### src/rtl/uart_temp_pkg.sv
// Shared constants for the temperature-count UART link (transmitter and receiver stages).
package uart_temp_pkg;
    localparam logic [7:0] ASCII_CR   = 8'h0D;
    localparam logic [7:0] ASCII_LF   = 8'h0A;
    localparam logic [7:0] ASCII_ZERO = 8'h30;
    localparam logic [7:0] ASCII_NINE = 8'h39;

    typedef enum logic [1:0] {RX_IDLE, RX_START, RX_DATA, RX_STOP} rx_state_t;
    typedef enum logic [1:0] {P_DIGITS, P_EXPECT_CR, P_EXPECT_LF, P_HUNT} parser_state_t;

    function automatic int clks_per_bit(input int clk_freq, input int baud_rate);
        return clk_freq / baud_rate;
    endfunction
endpackage

### src/rtl/uart_temp_line_rx_if.sv
// Parsed-line result bus: the receiver drives it, a consumer listens.
interface uart_temp_line_rx_if #(parameter int NUM_DIGITS = 10);
    logic [4*NUM_DIGITS-1:0] value_bcd_o;
    logic                    value_valid_o;
    logic                    frame_err_o;
    logic                    format_err_o;

    modport master (output value_bcd_o, value_valid_o, frame_err_o, format_err_o);
    modport slave  (input  value_bcd_o, value_valid_o, frame_err_o, format_err_o);
endinterface

### src/rtl/uart_temp_line_rx_byte.sv
// 8N1 byte receiver: 2-flop synchroniser, mid-bit sampling, glitch reject on the start bit.
module uart_rx_byte
    import uart_temp_pkg::*;
#(
    parameter int CLKS_PER_BIT = 434
) (
    input  logic       clk,
    input  logic       reset_n,
    input  logic       rx_i,
    output logic [7:0] data_byte,
    output logic       byte_valid,
    output logic       frame_err
);
    localparam int CW = $clog2(CLKS_PER_BIT);
    localparam logic [CW-1:0] BIT_LAST  = CW'(CLKS_PER_BIT - 1);
    localparam logic [CW-1:0] HALF_LAST = CW'(CLKS_PER_BIT / 2 - 1);

    rx_state_t     state;
    logic          rx_meta, rx_sync, rx_prev;
    logic [CW-1:0] baud_cnt;
    logic [2:0]    bit_cnt;

    always_ff @(posedge clk or negedge reset_n) begin
        if (!reset_n) begin
            rx_meta    <= 1'b1;
            rx_sync    <= 1'b1;
            rx_prev    <= 1'b1;
            state      <= RX_IDLE;
            baud_cnt   <= '0;
            bit_cnt    <= '0;
            data_byte  <= '0;
            byte_valid <= 1'b0;
            frame_err  <= 1'b0;
        end else begin
            rx_meta    <= rx_i;
            rx_sync    <= rx_meta;
            rx_prev    <= rx_sync;
            byte_valid <= 1'b0;
            frame_err  <= 1'b0;
            case (state)
                RX_IDLE: begin
                    if (rx_prev && !rx_sync) begin
                        state    <= RX_START;
                        baud_cnt <= '0;
                    end
                end
                RX_START: begin
                    if (baud_cnt == HALF_LAST) begin
                        baud_cnt <= '0;
                        bit_cnt  <= '0;
                        // a start bit that is high again at mid-bit was only a glitch
                        state    <= rx_sync ? RX_IDLE : RX_DATA;
                    end else begin
                        baud_cnt <= baud_cnt + 1'b1;
                    end
                end
                RX_DATA: begin
                    if (baud_cnt == BIT_LAST) begin
                        baud_cnt  <= '0;
                        data_byte <= {rx_sync, data_byte[7:1]};
                        bit_cnt   <= bit_cnt + 1'b1;
                        if (bit_cnt == 3'd7) state <= RX_STOP;
                    end else begin
                        baud_cnt <= baud_cnt + 1'b1;
                    end
                end
                RX_STOP: begin
                    if (baud_cnt == BIT_LAST) begin
                        baud_cnt   <= '0;
                        byte_valid <= rx_sync;
                        frame_err  <= !rx_sync;
                        state      <= RX_IDLE;
                    end else begin
                        baud_cnt <= baud_cnt + 1'b1;
                    end
                end
                default: state <= RX_IDLE;
            endcase
        end
    end
endmodule

### src/rtl/uart_temp_line_rx.sv
// Line parser: NUM_DIGITS ASCII digits + CR LF -> packed BCD value, with error pulses.
module uart_temp_line_rx
    import uart_temp_pkg::*;
#(
    parameter int CLK_FREQ   = 50_000_000,
    parameter int BAUD_RATE  = 115200,
    parameter int NUM_DIGITS = 10
) (
    input  logic                clk,
    input  logic                reset_n,
    input  logic                uart_rx_i,
    uart_temp_line_rx_if.master line_if
);
    localparam int DW   = 4 * NUM_DIGITS;
    localparam int CNTW = $clog2(NUM_DIGITS + 1);
    localparam logic [CNTW-1:0] DIGIT_LAST = CNTW'(NUM_DIGITS - 1);

    logic [7:0]      rx_data;
    logic            rx_valid, rx_ferr;
    parser_state_t   pstate;
    logic [CNTW-1:0] dcnt;
    logic [DW-1:0]   shreg;
    logic            is_digit, byte_ok;

    uart_rx_byte #(.CLKS_PER_BIT(clks_per_bit(CLK_FREQ, BAUD_RATE))) u_rx (
        .clk       (clk),
        .reset_n   (reset_n),
        .rx_i      (uart_rx_i),
        .data_byte (rx_data),
        .byte_valid(rx_valid),
        .frame_err (rx_ferr)
    );

    assign is_digit = (rx_data >= ASCII_ZERO) && (rx_data <= ASCII_NINE);

    always_comb begin
        byte_ok = 1'b1;
        case (pstate)
            P_DIGITS:    byte_ok = is_digit;
            P_EXPECT_CR: byte_ok = (rx_data == ASCII_CR);
            P_EXPECT_LF: byte_ok = (rx_data == ASCII_LF);
            default:     byte_ok = 1'b1;
        endcase
    end

    always_ff @(posedge clk or negedge reset_n) begin
        if (!reset_n) begin
            pstate                <= P_DIGITS;
            dcnt                  <= '0;
            shreg                 <= '0;
            line_if.value_bcd_o   <= '0;
            line_if.value_valid_o <= 1'b0;
            line_if.format_err_o  <= 1'b0;
            line_if.frame_err_o   <= 1'b0;
        end else begin
            line_if.value_valid_o <= 1'b0;
            line_if.format_err_o  <= 1'b0;
            line_if.frame_err_o   <= 1'b0;
            if (rx_ferr) begin
                line_if.frame_err_o <= 1'b1;
                dcnt                <= '0;
                pstate              <= P_HUNT;
            end else if (rx_valid && !byte_ok) begin
                line_if.format_err_o <= 1'b1;
                dcnt                 <= '0;
                pstate               <= P_HUNT;
            end else if (rx_valid) begin
                case (pstate)
                    P_DIGITS: begin
                        // low nibble of '0'..'9' is the digit value
                        shreg <= {shreg[DW-5:0], rx_data[3:0]};
                        dcnt  <= dcnt + 1'b1;
                        if (dcnt == DIGIT_LAST) pstate <= P_EXPECT_CR;
                    end
                    P_EXPECT_CR: pstate <= P_EXPECT_LF;
                    P_EXPECT_LF: begin
                        line_if.value_bcd_o   <= shreg;
                        line_if.value_valid_o <= 1'b1;
                        dcnt                  <= '0;
                        pstate                <= P_DIGITS;
                    end
                    default: begin
                        if (rx_data == ASCII_LF) begin
                            dcnt   <= '0;
                            pstate <= P_DIGITS;
                        end
                    end
                endcase
            end
        end
    end
endmodule
### src/flat_wrapper.sv
// flat-port wrapper written by rule: the top's interface ports become plain ports
module uart_temp_line_rx_flat import uart_temp_pkg::*;
#(
    parameter int CLK_FREQ   = 50_000_000,
    parameter int BAUD_RATE  = 115200,
    parameter int NUM_DIGITS = 10
)
  (clk, reset_n, uart_rx_i, line_if_value_bcd_o, line_if_value_valid_o, line_if_frame_err_o, line_if_format_err_o);
  uart_temp_line_rx_if #(.NUM_DIGITS(NUM_DIGITS)) line_if_i ();
  input  logic clk;
  input  logic reset_n;
  input  logic uart_rx_i;
  output wire logic [$bits(line_if_i.value_bcd_o)-1:0] line_if_value_bcd_o;
  output wire logic [$bits(line_if_i.value_valid_o)-1:0] line_if_value_valid_o;
  output wire logic [$bits(line_if_i.frame_err_o)-1:0] line_if_frame_err_o;
  output wire logic [$bits(line_if_i.format_err_o)-1:0] line_if_format_err_o;
  assign line_if_value_bcd_o = line_if_i.value_bcd_o;
  assign line_if_value_valid_o = line_if_i.value_valid_o;
  assign line_if_frame_err_o = line_if_i.frame_err_o;
  assign line_if_format_err_o = line_if_i.format_err_o;
  uart_temp_line_rx #(.CLK_FREQ(CLK_FREQ), .BAUD_RATE(BAUD_RATE), .NUM_DIGITS(NUM_DIGITS)) u_core (.clk(clk), .reset_n(reset_n), .uart_rx_i(uart_rx_i), .line_if(line_if_i));
endmodule
### config.mk
export PLATFORM = sky130hd
export DESIGN_NAME = uart_temp_line_rx_flat
export DESIGN_NICKNAME = d
export VERILOG_FILES = /design/src/rtl/uart_temp_pkg.sv /design/src/rtl/uart_temp_line_rx_if.sv /design/src/rtl/uart_temp_line_rx_byte.sv /design/src/rtl/uart_temp_line_rx.sv /design/src/flat_wrapper.sv
export SDC_FILE = /design/constraint.sdc
export NUM_CORES = 1
export LEC_CHECK = 0
export BUFFER_PORTS_ARGS = -buffer_cell sky130_fd_sc_hd__buf_2
export CAP_MARGIN = 20
export CORE_AREA = 3 3 125 79
export DETAILED_ROUTE_END_ITERATION = 12
export DIE_AREA = 0 0 128 82
export GPL_TIMING_DRIVEN = 0
export HOLD_SLACK_MARGIN = 0.15
export PLACE_DENSITY = 0.77
export SYNTH_ARGS = -nofsm -noshare
export SYNTH_HDL_FRONTEND = slang
export SYNTH_HIERARCHICAL = 1
export SYNTH_SLANG_ARGS = --single-unit
### constraint.sdc
create_clock -name clk -period 2.45 [get_ports clk]
set_clock_uncertainty 0.2 [all_clocks]
set_input_delay 0.245 -clock clk [delete_from_list [all_inputs] [get_ports clk]]
set_output_delay 0.245 -clock clk [all_outputs]
set_load 0.02 [all_outputs]
# --- After elaboration in Yosys (flattened, before gate mapping) ---
# Index checks and enable logic that the tools add are counted.
op_classes:
  n_addsub: 3
  n_lt_le_gt_ge: 2
  n_eq_ne: 18
  mux: 37
  bitwise: 2
  reduce_logical: 19
op_table:
  columns: ["operator", "n"]
  rows:
  - ["9-bit two-way mux", 3]
  - ["9-bit case mux with 3 select lines", 1]
  - ["2-bit two-way mux", 11]
  - ["8-bit by 4-bit equality test with 1-bit output (second input constant)", 2]
  - ["4-bit two-way mux", 4]
  - ["4-bit case mux with 3 select lines", 1]
  - ["1-bit two-way mux", 11]
  - ["2-bit inequality test (second input constant)", 5]
  - ["9-bit by 1-bit adder with 9-bit output (second input constant)", 1]
  - ["9-bit by 8-bit equality test with 1-bit output (second input constant)", 1]
  - ["9-bit equality test (second input constant)", 1]
  - ["3-bit AND reduction", 3]
  - ["8-bit by 6-bit greater-or-equal comparator with 1-bit output (second input constant)", 1]
  - ["8-bit by 6-bit less-or-equal comparator with 1-bit output (second input constant)", 1]
  - ["2-bit case mux with 4 select lines", 1]
  - ["4-bit AND reduction", 2]
  - ["2-bit equality test (second input constant)", 3]
  - ["3-bit two-way mux", 2]
  - ["2-bit case mux with 3 select lines", 1]
  - ["3-bit case mux with 2 select lines", 1]
  - ["6-bit nonzero test", 1]
  - ["5-bit AND reduction", 1]
  - ["5-bit nonzero test", 1]
  - ["4-bit by 1-bit adder with 4-bit output (second input constant)", 1]
  - ["15 further kinds", 21]
totals:
  ff_bits: 116
  input_bits: 3
  out_inout_bits: 43
  wordCells: 97

# --- Depth between registers and ports, before layout ---
depth:
  depth_word: 7
  ltp_mapped: 8
  mapped_depth_nobuf: 6

# --- Modules after synthesis ---
# Netlist, hierarchy kept.
modules_own_cells:
  columns: ["module", "instances", "cells_each", "area_per_inst_um2", "seq_area_each_um2"]
  rows:
  - ["uart_temp_line_rx", 1, 232, 3778.6, 2227.1]
  - ["uart_rx_byte", 1, 120, 1338.8, 679.4]

# --- Worst setup path after synthesis ---
# OpenSTA, ideal clock, no wires.
synth_timing:
  path_kind: "reg2reg"
  start: "register u_core.u_rx.data_byte[5]"
  end: "register u_core.line_if.value_bcd_o[17]"
  setup_ns: 0.125
  arrival_ns: 1.634
  t_required_ns: 2.125
  path_slack_ns: 0.491
  stages_incl_launch_ff: 6
  path_buffers: 1
  synth_period_minus_slack_ns: 1.959
  cell_sequence: "dfrtp_1 nor4_1 nand4_1 nor3_4 buf_6 mux2_2"
synth_between:
  elab_chain_cells: 7
  elab_cells_between_ends: 10
  classes_between: "2 x order compare; 2 x eq/ne; 1 x mux; 1 x bitwise; 4 x reduce/logical"
synth_rtl:
  columns: ["item", "line", "text"]
  rows:
  - ["start: declaration", "uart_temp_line_rx_byte.sv:10", "output logic [7:0] data_byte,"]
  - ["start signal: assignment", "uart_temp_line_rx_byte.sv:60", "data_byte <= {rx_sync, data_byte[7:1]};"]
  - ["8-bit by 6-bit greater-or-equal comparator with 1-bit output or 8-bit by 6-bit less-or-equal comparator with 1-bit output (tied branches)", "uart_temp_line_rx.sv:34", "assign is_digit = (rx_data >= ASCII_ZERO) && (rx_data <= ASCII_NINE);"]
  - ["1-bit logical AND", "uart_temp_line_rx.sv:34", null]
  - ["1-bit case mux with 3 select lines (*)", "uart_temp_line_rx.sv:38", "case (pstate)"]
  - ["1-bit logical NOT (*)", "uart_temp_line_rx.sv:63", "end else if (rx_valid && !byte_ok) begin"]
  - ["1-bit logical AND (*)", "uart_temp_line_rx.sv:63", null]
  - ["1-bit inverter (no source line) (*)", null, null]
  - ["4-bit AND reduction (no source line) (*)", null, null]
  - ["end signal: assignment", "uart_temp_line_rx.sv:77", "line_if.value_bcd_o <= shreg;"]
  - ["end: declaration", "uart_temp_line_rx_if.sv:8", "modport master (output value_bcd_o, value_valid_o, frame_err_o, format_err_o);"]
# Every way passes the cells marked *; elsewhere a longest branch is shown, timed or not.
# A chain may end at the register's enable or synchronous reset.

# --- Worst setup path in the final report ---
layout_timing:
  start: "register u_core.u_rx.data_byte[5]"
  end: "register u_core.line_if.value_bcd_o[6]"
# Same word-level chain as after synthesis.

==> summary.md <==
| Metric | Value |
|---|---|
| Run status | finished clean |
| Detailed route wirelength on metal3 | around 430 um |
| Global-route wire length before repair | 15860 um |
| Combinational share of power | 0.069 |
| Number of max-capacitance violations reported | 0 |
| Cts bufs inserted | 17 |
| Slew margin rel. | 0.4107 |
| Power share of the sequential group | 0.417 |
| Number of endpoints with negative hold slack in the final report | 0 |
| Clock Latency Late Sink | 0.40 ns |
| Worst vdd ir | 0.5107 mV |
| Slowest cell on the critical path | nor4_1 |
| Total clock sinks | 116 |
| Count of buffers from port buffering | 45 |
| Met1 wire length | slightly below 5000 um |
| Smallest setup slack after layout | roughly 0.19 ns |
| DRC violations left | 0 |
| Class of the tightest hold or removal check | flop to flop |
| Count of final max-slew check failures | 0 |
| Data arrival time of the worst path | 2.34 ns |
| Cell breakdown of the critical path | nor4_1 > nand4_1 > nor3_4 > buf_6 > mux2_2 |
| Power density cells | 790.4 nW/um2 |
| DR WL met2 | 4275 um |
| First-pass detailed-route iteration total | 4 |
| Die footprint | 10500 um2 |
| List of most frequent post-synthesis cells | 113 x dfrtp_1, 45 x mux2_4, 40 x mux2_2, 20 x nand2_1, 13 x o21ai_0 |
| Area growth, synth to finish | 19.98% |
| FP Rows | 27 |
| CTS tree | built |
| Number of H-tree levels | 4 |
| Minimum clock period after layout | 2.258 ns |
| Dominant delay contributor by cell family on the critical path | simple AND/OR/NAND/NOR gates |
| Nature of the critical path startpoint | flop |
| Quantity of gates resized following cts | 0 |
| Area leader, netlist | dfrtp_1 |
| WL final | 9656 um |
| Dominant cell by count in the synthesized netlist | dfrtp_1 |
| Iteration-0 DRC Markers | 173 |
| Worst slack at placement | around 0.21 ns |
| Worst Path Buf+Inv | 1 |
| Syn_area_per_cell | 14.54 um2 |
| Clock transition time at the flip-flop clock pins of the worst setup and hold paths | 0.05 ns |
| Via density per instance | 5.561 |
| Dpl cell area | between 5000 and 6000 um2 |
| Starting density of the core | 0.5738 |
| WP data required | 2.53 ns |
| Root cell of the clock tree | clkbuf_16 |
| Yosys top cell area share | 0.5526 |
| Post-Synthesis Cell Area | 5117 um2 |
| DP Wirelength | 6092 um |
| Share of final-layout standard cells stronger than drive strength 1 | 0.4292 |
| Final Wtd Congestion | ~0.86 |
| RSZ-0062 raised after global routing | false |
| Final setup vio count | 0 |
| Final worst-path cycle share | 0.9218 |
| Reported leakage power | between 3 and 4 nW |
| Synthesized net count | 362 |
| Maximum buffer depth of the clock tree | 2 |
| Detailed-route via count | 3042 |
| I/O pins | 46 |
| Number of global-route vias before repair | 3020 |
| Chip Height | 82 um |
| Slew of the pin with the lowest slew margin | ~0.88 ns |
| Maximum number of pins on one net before global-route repair | 71 |
| Switching power summed over all nets | approximately 1.1 mW |
| Critical Path Max Stage Delay | 0.43 ns |
| Top achievable clock speed | 442.8 MHz |
| Total of flip-flops plus latches after synthesis | between 100 and 150 |
| Overall Global Routing Usage | 0.1990 |
| Cell variety after synth | 50 |
| Critical-path maximum fanout | 10 |
| Synth Instances | 352 |
| Proportion of power drawn by the clock network | 0.513 |
| # nets final | 429 |
| Area of all placed cells without fillers | approximately 6100 um2 |
| Number of antenna violations at the first check in global routing | 0 |
| Count of flip-flops with a built-in enable after synthesis | 0 |
| Number of diodes added for antenna fixing | 0 |
| Core Footprint | between 8000 and 9000 um2 |
| Switching share of power | 0.2306 |
| Power Internal | approximately 3.7 mW |
| Setup Crit Path Kind | flop to flop |
| Critical Path End Type | flop |
| Uppermost routed layer | met4 |
| Count of yosys warnings during synthesis | 6 |
| Overflow left after global routing | 0 |
| Detail Route Antenna Nets | 0 |
| Portion of the post-synthesis area used by sequential elements | 0.5680 |
| Top flip-flop cell by instance count after synthesis | dfrtp_1 |
| Detail-routed net length per standard cell | 17.65 um |
| Async SR Flop Fraction | 1.000 |
| Top cells by area, synth | dfrtp_1 55%, mux2_4 13%, mux2_2 8.8%, ha_1 1.7%, buf_12 1.6% |
| Die Span X | around 130 um |
[path summary, 6_finish.rpt]
path                                     startpoint  slack, ns                        endpoint  cells past startpoint
hold / removal                  u_core/u_rx/rx_meta       0.16             u_core/u_rx/rx_sync                      0
setup reg to reg           u_core/u_rx/data_byte[5]       0.19   u_core/line_if.value_bcd_o[6]                      5
hold reg to reg                 u_core/u_rx/rx_meta       0.16             u_core/u_rx/rx_sync                      0
max in group asynchronous                   reset_n       1.03                u_core/pstate[1]                      3
min in group asynchronous                   reset_n       0.30  u_core/line_if.value_bcd_o[23]                      2
setup / recovery           u_core/u_rx/data_byte[5]       0.19   u_core/line_if.value_bcd_o[6]                      5
[flip-flops by register name, summed over array words and instances (netlist names), named ones only]
| name | flops |
|---|---|
| u_core/dcnt | 4 |
| u_core/line_if.value_valid_o | 1 |
| u_core/u_rx/rx_sync | 1 |
| u_core/u_rx/frame_err | 1 |
| u_core/u_rx/byte_valid | 1 |
| u_core/u_rx/baud_cnt | 9 |
| u_core/u_rx/rx_prev | 1 |
| u_core/u_rx/state | 1 |
| u_core/shreg | 40 |
| u_core/u_rx/bit_cnt | 3 |
| u_core/line_if.frame_err_o | 1 |
| u_core/line_if.format_err_o | 1 |
| u_core/pstate | 2 |
| u_core/u_rx/data_byte | 8 |
| u_core/line_if.value_bcd_o | 40 |
| u_core/u_rx/rx_meta | 1 |
[power groups by stage]
| stage | combinational [mW] | sequential [mW] | clock (mW) |
|---|---|---|---|
| 3_3_place_gp | 0.301 | 2.05 | 0 |
| 5_1_grt | 0.383 | 2.03 | 2.62 |
| 6_report | 0.337 | 2.03 | 2.49 |
| 3_5_place_dp | 0.323 | 2.06 | 0 |
| 4_1_cts | 0.333 | 2.02 | 2.54 |
| 2_1_floorplan | 0.216 | 2.04 | 0 |
[per-layer routing]
| metal | up-vias | global-route usage |
|---|---|---|
| met2 | 74 | 0.2834 |
| li1 | 1419 | - |
| met1 | 1540 | 0.2863 |
| met5 | - | 0 |
| met3 | 9 | 0.05068 |
| met4 | 0 | 0.09534 |
[kinds of logic (layout without fill, tap and decap cells)]
family / count (synthesis) / in the layout / synth area share
DFF: 116 / 116 / 0.5680
buffers and inverters: 25 / 104 / 0.04156
and+or+nand+nor: 75 / 75 / 0.08851
AOI/OAI and AO/OA: 36 / 36 / 0.04890
muxes: 91 / 91 / 0.2325
adders and majority gates: 7 / 7 / 0.01711
xor gates and xnor gates: 2 / 2 / 0.003424
[metrics by stage]
| stage | hold slack [ns] | setup TNS, ns | cells | power [mW] | util |
|---|---|---|---|---|---|
| after floorplan | -0.2506 | 0 | 352 | 2.256 | - |
| after global placement | 0.1486 | -45.31 | 513 | 2.354 | 0.6153 |
| after detailed placement | 0.1482 | 0 | 514 | 2.378 | 0.6187 |
| after CTS | 0.1548 | 0 | 547 | 4.896 | 0.6884 |
| after global routing | 0.1616 | 0 | 547 | 5.040 | 0.6884 |
| final | 0.1583 | 0 | 547 | 4.853 | 0.6884 |
[placed cells by master (no fill, tap or decap), drive strengths merged, types with 4 or more instances in the layout]
cell type / synthesis / final
nor3: 7 / 7
o21ai: 13 / 13
nor2: 7 / 7
nand2: 20 / 20
ha: 7 / 7
nand4: 5 / 5
mux2: 88 / 88
a21oi: 5 / 5
nand3: 10 / 10
dfrtp: 113 / 113
clkbuf: 1 / 23
inv: 12 / 12
and4bb: 4 / 4
o211ai: 5 / 5
buf: 12 / 58
[worst register-to-register path, stage by stage, from the launching register on]
cell and delay, ns:
dfrtp_1 0.42, nor4_1 0.43, nand4_1 0.21, nor3_4 0.32
buf_6 0.22, mux2_2 0.35
[layout make-up]
| class | count | area (um2) |
|---|---|---|
| inverter | 12 | 45.04 |
| buffer | 13 | 167.7 |
| clock inverter | 9 | 127.6 |
| tap | 116 | 145.1 |
| multi-input combinational | 211 | 1998 |
| sequential | 116 | 2907 |
| clock buffer | 22 | 474.2 |
| timing repair buffer | 48 | 275.3 |
| fill | 583 | 2779 |
[timing repair]
item,in CTS,in global routing
setup buffers,0,0
hold buffers,2,0
hold endpoints to repair,67,0
Power figures use the tool's default switching activity.
